<file path="src/rtl/trig_series_engine_if.sv">
// Request/response bundle for trig_series_engine.
//   start, mode, x_in, thr : request side (driven by the master)
//   busy, done, result,
//   terms_used             : status/result side (driven by the engine)
interface trig_series_engine_if #(
  parameter int W = 16
);
  logic         start;
  logic         mode;
  logic [W-1:0] x_in;
  logic [W-1:0] thr;
  logic         busy;
  logic         done;
  logic [W-1:0] result;
  logic [3:0]   terms_used;

  modport master (
    output start, mode, x_in, thr,
    input  busy, done, result, terms_used
  );

  modport slave (
    input  start, mode, x_in, thr,
    output busy, done, result, terms_used
  );
endinterface

</file>
<file path="src/rtl/trig_series_engine.sv">
// Fixed-point Taylor-series cos/sin engine.
//   clk  : sole clock, rising edge
//   rst  : synchronous active-high reset
//   bus  : trig_series_engine_if.slave
//          start/mode/x_in/thr sampled on acceptance in IDLE;
//          busy high from the cycle after acceptance until DONE exits;
//          done is a one-cycle pulse with result/terms_used updated on it.
// Optional feature: define TRIG_SERIES_SAT_EN to clamp the x2/term products
// at 2^W-1 and the running sum at the signed W-bit limits instead of
// truncating/wrapping.
module trig_series_engine #(
  parameter int W       = 16,
  parameter int FRAC    = 8,
  parameter int N_TERMS = 8
) (
  input  logic                    clk,
  input  logic                    rst,
  trig_series_engine_if.slave     bus
);

  typedef enum logic [2:0] {S_IDLE, S_SQ, S_TERM, S_ACC, S_DONE} state_t;

  localparam logic [W-1:0] ONE = W'(1 << FRAC);

  state_t       state_q;
  logic         mode_q;
  logic [W-1:0] x_q, thr_q, x2_q, term_q, sum_q;
  logic [3:0]   k_q, cnt_q;
  logic         busy_q, done_q;
  logic [W-1:0] result_q;
  logic [3:0]   terms_q;

  // Q0.8 series coefficients 1/((2k)(2k-1)) for cos, 1/((2k+1)(2k)) for sin
  logic [7:0] coef;
  always_comb begin
    coef = '0;
    case (k_q)
      4'd1: coef = mode_q ? 8'd42 : 8'd128;
      4'd2: coef = mode_q ? 8'd12 : 8'd21;
      4'd3: coef = mode_q ? 8'd6  : 8'd8;
      4'd4: coef = mode_q ? 8'd3  : 8'd4;
      4'd5: coef = mode_q ? 8'd2  : 8'd2;
      4'd6: coef = mode_q ? 8'd1  : 8'd1;
      4'd7: coef = mode_q ? 8'd1  : 8'd1;
      4'd8: coef = mode_q ? 8'd0  : 8'd1;
      default: coef = '0;
    endcase
  end

  logic [2*W-1:0] sq_full, tx_full;
  logic [W+7:0]   tc_full;
  logic [W-1:0]   x2_d, tm_d, term_d, sum_d;
  logic signed [W+1:0] sum_sx, term_zx, sum_ext;

  assign sq_full = {{W{1'b0}}, x_q} * {{W{1'b0}}, x_q};
  assign tx_full = {{W{1'b0}}, term_q} * {{W{1'b0}}, x2_q};
  // Second multiply cannot overflow: (term * coef) >> 8 < 2^W.
  assign tc_full = {8'b0, tm_d} * {{W{1'b0}}, coef};
  assign term_d  = tc_full[W+7:8];

  assign sum_sx  = {{2{sum_q[W-1]}}, sum_q};
  assign term_zx = {2'b00, term_q};
  // Odd-k terms carry a negative sign in both series.
  assign sum_ext = k_q[0] ? (sum_sx - term_zx) : (sum_sx + term_zx);

`ifdef TRIG_SERIES_SAT_EN
  localparam logic signed [W+1:0] SUM_MAX = {3'b000, {(W-1){1'b1}}};
  localparam logic signed [W+1:0] SUM_MIN = {3'b111, {(W-1){1'b0}}};

  assign x2_d = (|sq_full[2*W-1:W+FRAC]) ? '1 : sq_full[W+FRAC-1:FRAC];
  assign tm_d = (|tx_full[2*W-1:W+FRAC]) ? '1 : tx_full[W+FRAC-1:FRAC];

  always_comb begin
    sum_d = sum_ext[W-1:0];
    if (sum_ext > SUM_MAX)      sum_d = {1'b0, {(W-1){1'b1}}};
    else if (sum_ext < SUM_MIN) sum_d = {1'b1, {(W-1){1'b0}}};
  end
`else
  assign x2_d  = sq_full[W+FRAC-1:FRAC];
  assign tm_d  = tx_full[W+FRAC-1:FRAC];
  assign sum_d = sum_ext[W-1:0];
`endif

  logic unused_bits;
  assign unused_bits = ^{sq_full[FRAC-1:0], sq_full[2*W-1:W+FRAC],
                         tx_full[FRAC-1:0], tx_full[2*W-1:W+FRAC],
                         tc_full[7:0], sum_ext[W+1:W]};

  logic       acc_take, last_k;
  logic [W-1:0] sum_acc;
  logic [3:0] cnt_acc;
  assign acc_take = (term_q >= thr_q);
  assign last_k   = (k_q == 4'(N_TERMS));
  assign sum_acc  = acc_take ? sum_d : sum_q;
  assign cnt_acc  = acc_take ? (cnt_q + 4'd1) : cnt_q;

  always_ff @(posedge clk) begin
    if (rst) begin
      state_q  <= S_IDLE;
      mode_q   <= 1'b0;
      x_q      <= '0;
      thr_q    <= '0;
      x2_q     <= '0;
      term_q   <= '0;
      sum_q    <= '0;
      k_q      <= '0;
      cnt_q    <= '0;
      busy_q   <= 1'b0;
      done_q   <= 1'b0;
      result_q <= '0;
      terms_q  <= '0;
    end else begin
      case (state_q)
        S_IDLE: begin
          done_q <= 1'b0;
          if (bus.start) begin
            mode_q  <= bus.mode;
            x_q     <= bus.x_in;
            thr_q   <= bus.thr;
            busy_q  <= 1'b1;
            state_q <= S_SQ;
          end
        end
        S_SQ: begin
          x2_q    <= x2_d;
          term_q  <= mode_q ? x_q : ONE;
          sum_q   <= mode_q ? x_q : ONE;
          k_q     <= 4'd1;
          cnt_q   <= '0;
          state_q <= S_TERM;
        end
        S_TERM: begin
          term_q  <= term_d;
          state_q <= S_ACC;
        end
        S_ACC: begin
          sum_q <= sum_acc;
          cnt_q <= cnt_acc;
          // A below-threshold term ends the series without being added.
          if (!acc_take || last_k) begin
            result_q <= sum_acc;
            terms_q  <= cnt_acc;
            done_q   <= 1'b1;
            state_q  <= S_DONE;
          end else begin
            k_q     <= k_q + 4'd1;
            state_q <= S_TERM;
          end
        end
        S_DONE: begin
          done_q  <= 1'b0;
          busy_q  <= 1'b0;
          state_q <= S_IDLE;
        end
        default: state_q <= S_IDLE;
      endcase
    end
  end

  assign bus.busy       = busy_q;
  assign bus.done       = done_q;
  assign bus.result     = result_q;
  assign bus.terms_used = terms_q;

endmodule

</file>
<file path="src/flat_wrapper.sv">
// flat-port wrapper written by rule: the top's interface ports become plain ports
module trig_series_engine_flat 
#(
  parameter int W       = 16,
  parameter int FRAC    = 8,
  parameter int N_TERMS = 8
)
  (clk, rst, bus_start, bus_mode, bus_x_in, bus_thr, bus_busy, bus_done, bus_result, bus_terms_used);
  trig_series_engine_if #(.W(W)) bus_i ();
  input  logic clk;
  input  logic rst;
  input wire logic [$bits(bus_i.start)-1:0] bus_start;
  input wire logic [$bits(bus_i.mode)-1:0] bus_mode;
  input wire logic [$bits(bus_i.x_in)-1:0] bus_x_in;
  input wire logic [$bits(bus_i.thr)-1:0] bus_thr;
  output wire logic [$bits(bus_i.busy)-1:0] bus_busy;
  output wire logic [$bits(bus_i.done)-1:0] bus_done;
  output wire logic [$bits(bus_i.result)-1:0] bus_result;
  output wire logic [$bits(bus_i.terms_used)-1:0] bus_terms_used;
  assign bus_i.start = bus_start;
  assign bus_i.mode = bus_mode;
  assign bus_i.x_in = bus_x_in;
  assign bus_i.thr = bus_thr;
  assign bus_busy = bus_i.busy;
  assign bus_done = bus_i.done;
  assign bus_result = bus_i.result;
  assign bus_terms_used = bus_i.terms_used;
  trig_series_engine #(.W(W), .FRAC(FRAC), .N_TERMS(N_TERMS)) u_core (.clk(clk), .rst(rst), .bus(bus_i));
endmodule
</file>
<file path="config.mk">
export PLATFORM = sky130hd
export DESIGN_NAME = trig_series_engine_flat
export DESIGN_NICKNAME = d
export VERILOG_FILES = /design/src/rtl/trig_series_engine_if.sv /design/src/rtl/trig_series_engine.sv /design/src/flat_wrapper.sv
export SDC_FILE = /design/constraint.sdc
export NUM_CORES = 1
export LEC_CHECK = 0
export ABC_AREA = 1
export CORE_MARGIN = 2
export CORE_UTILIZATION = 24
export CTS_BUF_LIST = sky130_fd_sc_hd__clkbuf_2 sky130_fd_sc_hd__clkbuf_4 sky130_fd_sc_hd__clkbuf_8
export CTS_CLUSTER_SIZE = 30
export DETAILED_ROUTE_END_ITERATION = 10
export SYNTH_ARGS = -nofsm -noshare
export SYNTH_HDL_FRONTEND = slang
export SYNTH_SLANG_ARGS = --single-unit
</file>
<file path="constraint.sdc">
create_clock -name clk -period 13.1 [get_ports clk]
set_clock_uncertainty 0.15 [all_clocks]
set_input_delay 2.62 -clock clk [delete_from_list [all_inputs] [get_ports clk]]
set_output_delay 2.62 -clock clk [all_outputs]
set_load 0.02 [all_outputs]
</file>
* Yosys cells after proc, flatten, opt, wreduce, memory -nomap -nowiden
Index checks and enable logic that the tools add are counted.
** Word-level totals
- Memories kept :: 0
- Register bits :: 114
- Bits in read-only memories :: 0
- Latch bits :: 0
- Word-level logic and storage cells :: 72
- Bits in writable memories :: 0
** Cells by class
- $lt $le $gt $ge :: 1
- $add $sub $neg :: 4
- Bitwise operators :: 0
- $mul :: 3
- Equal/unequal tests :: 15
- Divide/modulo/power cells :: 0
- Shift operators :: 0
- Reductions and logical operators :: 14
- Mux-type cells :: 22
** Operators by type and width (count)
- one-hot mux 16 bit (2 select lines) :: 2
- one-hot mux 8 bit (7 select lines) :: 1
- multiplier 16 x 16 -> 24 bit :: 2
- two-way mux 16 bit :: 3
- multiplier 16 x 8 -> 24 bit :: 1
- adder 16 bit :: 1
- equality test 4 x 3 -> 1 bit (second input constant) :: 4
- >= comparator 16 bit :: 1
- one-hot mux 4 bit (2 select lines) :: 2
- subtractor 16 bit :: 1
- two-way mux 4 bit :: 3
- one-hot mux 3 bit (4 select lines) :: 1
- AND reduction 2 bit :: 5
- two-way mux 3 bit :: 3
- adder 4 x 1 -> 4 bit (second input constant) :: 2
- equality test 4 x 2 -> 1 bit (second input constant) :: 2
- two-way mux 8 bit :: 1
- nonzero test 2 bit :: 4
- equality test 3 x 2 -> 1 bit (second input constant) :: 2
- two-way mux 5 bit :: 1
- equality test 4 x 1 -> 1 bit (second input constant) :: 1
- equality test 4 bit (second input constant) :: 1
- inequality test 2 bit (second input constant) :: 2
- one-hot mux 1 bit (2 select lines) :: 2
- other kinds (8) :: 11

* Logic depth before layout (Yosys ltp)
- Word-level depth :: 5
- Depth in mapped cells :: 48
- Mapped depth without buffers :: 46

* Worst setup path before layout
OpenSTA, ideal clock, no wires.
- Kind :: register to register
- Start point :: reg u_core.x2_q[7]
- End point :: reg u_core.term_q[14]
- Slack :: 3735 ps
- Data required time :: 12818 ps
- Clock period less this slack :: 9365 ps
- Data arrival time :: 9083 ps
- Cell stages (with the launch flop) :: 42
- Cell sequence :: dfxtp_1 > clkbuf_1 > clkbuf_1 > nand2_1 > fa_1 > inv_1 > fa_1 > inv_1 > fa_1 > inv_1 > fa_1 > fa_1 > inv_1 > fa_1 > inv_1 > ha_1 > nand2_1 > o21ai_0 > (+6 left out) > nor2_1 > fa_1 > fa_1 > fa_1 > inv_1 > fa_1 > inv_1 > ha_1 > a21oi_1 > nor2_1 > nor2_1 > nor2_1 > a2111oi_0 > nand2_1 > nand2_1 > nand3_1 > o21ai_1 > a21oi_1
** On the way
- Longest elaborated chain between the ends :: 3
** Ends and longest elaborated chain
- start, declared :: line trig_series_engine.sv:27 : logic [W-1:0] x_q, thr_q, x2_q, term_q, sum_q;
- start signal, assigned :: line trig_series_engine.sv:103 : x2_q <= '0;
- start signal, assigned :: line trig_series_engine.sv:125 : x2_q <= x2_d;
- multiplier 16 x 16 -> 24 bit :: line trig_series_engine.sv:56 : assign tx_full = {{W{1'b0}}, term_q} * {{W{1'b0}}, x2_q};
- multiplier 16 x 8 -> 24 bit :: line trig_series_engine.sv:58 : assign tc_full = {8'b0, tm_d} * {{W{1'b0}}, coef};
- one-hot mux 16 bit (2 select lines) :: line trig_series_engine.sv:113 : case (state_q)
- end signal, assigned :: line trig_series_engine.sv:126 : term_q <= mode_q ? x_q : ONE;
- end signal, assigned :: line trig_series_engine.sv:133 : term_q <= term_d;
- end, declared :: line trig_series_engine.sv:27
No other way between the ends.
A chain may end at the register's enable or synchronous reset.

* Worst setup path after layout
- Start point :: reg u_core.term_q[5]
- End point :: reg u_core.term_q[14]
** On the way
- Longest elaborated chain between the ends :: 3
** Ends and longest elaborated chain (line)
- multiplier 16 x 16 -> 24 bit :: trig_series_engine.sv:56
- multiplier 16 x 8 -> 24 bit :: trig_series_engine.sv:58
- one-hot mux 16 bit (2 select lines) :: trig_series_engine.sv:113
No other way between the ends.

==> run summary <==
run status: finished, final reports clean
Antenna Nets Post-Route: 0
pwr dens: 69.2 nW/um^2
post-synthesis to final-layout area growth: 9.70%
number of enable flip-flop cells after synthesis: 0
buffers and inverters on the worst path: 7
synth unique cells: 55
die width: 313 um
Avg Inst Size Synth: 7.51 um^2
post-synthesis sequential element count: 114
Sequential Area: 2280 um^2
kind of critical path: reg -> reg
syn_nets: 3684
setup fix buffers added after clock tree synthesis: 0
Lkg Pwr: 0.0130 uW
detailed placer's ending HPWL: 49.5 mm
Post-CTS Hold Buffers: 0
Post-Synthesis Cells: 3042
maximum ir drop on the vdd rail: 0.0857 mV
Worst-Skew Late Latency: 0.56 ns
area of the placeable core: 94700 um^2
leading cell type in the layout, fill and taps excluded: sky130_fd_sc_hd__inv_1
last weighted congestion value of the routability-driven placer: 0.868
clock tree from TritonCTS: done
fraction of the mapped netlist area in compound gates: 8.13%
filler cell count in the final layout: 10424
sum of negative setup slack: 0 ns
class of the worst hold path: reg -> reg
# DRC: 0
largest incremental delay on the critical path: 0.94 ns
maximum number of pins on one net before global-route repair: 59
transition at the pin with the smallest max-transition slack: 1.19 ns
Resized Gates After CTS: 0
arrival time of the worst setup path: 10.53 ns
number of antenna violations at the first check in global routing: 0
final count of pins violating max slew: 0
maximum operating frequency: 0.0973 GHz
area of the mapped netlist: 22900 um^2
xor and xnor fraction of the mapped netlist area: 3.27%
via count of the first global-routing pass: 19382
antenna diode count: 0
max capacitance violation total: 0
fraction of layout instances using a drive strength above 1: 4.36%
endpoint type of the worst setup path: flop
area occupied by multi-input gates: 17100 um^2
number of CTS-inserted buffers: 17
vertical die dimension: 313 um
count of vias placed by the detailed router: 18444
CP Data Required Time: 13.35 ns
Avg Vias per Cell: 4.30
slack of the critical path: 2.82 ns
pre-CTS worst setup slack: 2.88 ns
clock transition at the register clock pins on the worst setup and hold paths after CTS: 0.10 ns
maximum fanout count along the critical path: 20
H-tree level count: 4
dominant register cell in the synthesized netlist: sky130_fd_sc_hd__dfxtp_1
count of endpoints failing hold in the final timing report: 0
Synth area leaders: sky130_fd_sc_hd__fa_1 (33%), sky130_fd_sc_hd__inv_1 (13%), sky130_fd_sc_hd__ha_1 (12%), sky130_fd_sc_hd__nand2_1 (10%), sky130_fd_sc_hd__dfxtp_1 (10%)
routed len/inst: 14.3 um
type of element launching the critical path: flop
gr ovfl total: 0
final period demand of the worst path: 10.28 ns
Starting Density: 24.1%
post-synthesis share of cell area spent on full adders, half adders and majority gates: 45.7%
CTS Sinks: 114
dominant combinational cell family by area after synthesis: adder cells
fraction of registers with async set or reset after synthesis: 0%
most used cell, CP: sky130_fd_sc_hd__fa_1
final-report setup violation count: 0
number of input and output port buffers inserted: 57
count of warnings emitted by yosys: 0
most frequent cells in the layout: sky130_fd_sc_hd__inv_1 (795), sky130_fd_sc_hd__nand2_1 (624), sky130_fd_sc_hd__fa_1 (381)
master of the slowest instance on the critical path: sky130_fd_sc_hd__dfxtp_1
first-pass GRT wire length: 103 mm
multiplexer fraction of the synthesized cell area: 0%
final-stage net count: 3656
Ports: 58
die footprint: 97700 um^2
slew margin rel.: 20.5%
library cell occupying the most area in the post-synthesis netlist: sky130_fd_sc_hd__fa_1
portion of the post-synthesis area used by sequential elements: 9.98%
wire length after detailed routing: 61.6 mm
violation count after the first detailed-route iteration: 1162
area share of the leading cell type in the synthesized netlist: 33.4%
largest buffer count on any clock path: 2
CTS root buf: sky130_fd_sc_hd__clkbuf_8
setup repair after global routing missed its margin: no
detailed-router iteration count before antenna repair: 7
simple-gate share of the synthesized area: 17.5%
Tot GR Track Use: 13.2%
count of standard-cell rows: 113
final critical-path share of the clock period: 78.4%
top cell family by delay on the critical path: adder cells
==> state kept, by name (all words and copies together) (netlist names) <==
register and count:
u_core.bus.result 16, u_core.sum_q 16, u_core.term_q 16, u_core.thr_q 16
u_core.x2_q 16, u_core.x_q 16, u_core.bus.terms_used 4, u_core.cnt_q 4
u_core.k_q 4, u_core.state_q 3, u_core.bus.busy 1, u_core.bus.done 1
u_core.mode_q 1
==> cell type report <==
class | instances | share of cell area, %
repair buffers | 76 | 2.82
inverters | 807 | 12.1
flip-flops and latches | 114 | 9.10
multi-input cells | 1998 | 68.1
clock buffers | 19 | 1.02
well taps | 1265 | 6.31
clock inverters | 13 | 0.614
==> synthesized netlist by cell type, types with 3 or more instances <==
cell and count:
sky130_fd_sc_hd__a21oi_1 158, sky130_fd_sc_hd__nand2_2 15, sky130_fd_sc_hd__buf_2 17, sky130_fd_sc_hd__xnor2_1 34, sky130_fd_sc_hd__nor3_1 16, sky130_fd_sc_hd__o211ai_1 5
sky130_fd_sc_hd__nand4_1 7, sky130_fd_sc_hd__a21oi_2 5, sky130_fd_sc_hd__dfxtp_1 114, sky130_fd_sc_hd__nor2_1 192, sky130_fd_sc_hd__xnor2_2 3, sky130_fd_sc_hd__a211oi_1 5
sky130_fd_sc_hd__nand2_1 624, sky130_fd_sc_hd__inv_1 796, sky130_fd_sc_hd__nand3_1 68, sky130_fd_sc_hd__a31oi_1 23, sky130_fd_sc_hd__a21o_1 7, sky130_fd_sc_hd__o21bai_1 3
sky130_fd_sc_hd__nor4_1 4, sky130_fd_sc_hd__nor3_2 4, sky130_fd_sc_hd__fa_1 381, sky130_fd_sc_hd__o21ai_1 13, sky130_fd_sc_hd__clkbuf_1 90, sky130_fd_sc_hd__or2_2 18
sky130_fd_sc_hd__inv_2 10, sky130_fd_sc_hd__nor2_4 3, sky130_fd_sc_hd__nand3_2 5, sky130_fd_sc_hd__nor2_2 3, sky130_fd_sc_hd__ha_1 225, sky130_fd_sc_hd__o21ai_0 106
sky130_fd_sc_hd__xor2_1 42, sky130_fd_sc_hd__buf_1 11
==> per-layer routing <==
layer	track usage [%]	part of all wire, %
met5	0	0
met4	4.61	3.1
met3	2.35	5.8
met2	21.4	45
met1	17.7	46
==> path summary, 6_finish.rpt <==
| kind | cells after the start | slack [ns] | start | endpoint |
|---|---|---|---|---|
| setup reg to reg | 39 | 2.82 | u_core.term_q[5]$_SDFFE_PP0P_ | u_core.term_q[14]$_SDFFE_PP0P_ |
| hold / removal | 2 | 0.32 | u_core.thr_q[2]$_SDFFE_PP0P_ | u_core.thr_q[2]$_SDFFE_PP0P_ |
| setup / recovery | 39 | 2.82 | u_core.term_q[5]$_SDFFE_PP0P_ | u_core.term_q[14]$_SDFFE_PP0P_ |
| hold reg to reg | 2 | 0.32 | u_core.thr_q[2]$_SDFFE_PP0P_ | u_core.thr_q[2]$_SDFFE_PP0P_ |
==> logic make-up after synthesis <==
kind of cell,after synthesis
and+or+nand+nor,969
buffers and inverters,930
adders and majority gates,606
AOI/OAI and AO/OA,342
DFF,114
xor gates and xnor gates,81
==> where the power goes <==
| part | switching (uW) | internal, uW | leakage (uW) |
|---|---|---|---|
| Sequential | 88.1 | 372 | 0.000931 |
| Combinational | 573 | 326 | 0.0119 |
| Clock | 195 | 179 | 0.000194 |
==> worst reg2reg max path, delay by kind of cell (launching register included) <==
| family | cells | cell delay (ns) |
|---|---|---|
| compound gates | 9 | 1.63 |
| xor+xnor | 1 | 0.35 |
| fa+ha+maj | 12 | 5.61 |
| buf+inv | 7 | 0.35 |
| flops | 1 | 0.94 |
| simple gates | 10 | 1.09 |
==> per-stage QoR <==
stage               utilization, %  total power, uW  hold WS, ns  cell area [um^2]  instances
finish                        26.5             1730        0.315             25100       4292
global route                  26.5             1900        0.332             25100       4292
CTS                           26.5             1750        0.319             25100       4292
detailed placement            26.0             1360        0.305             24700       4260
global placement              26.0             1350        0.297             24700       4260
floorplan                        -             1100        0.277             22900       3042
Power figures use the tool's default switching activity.
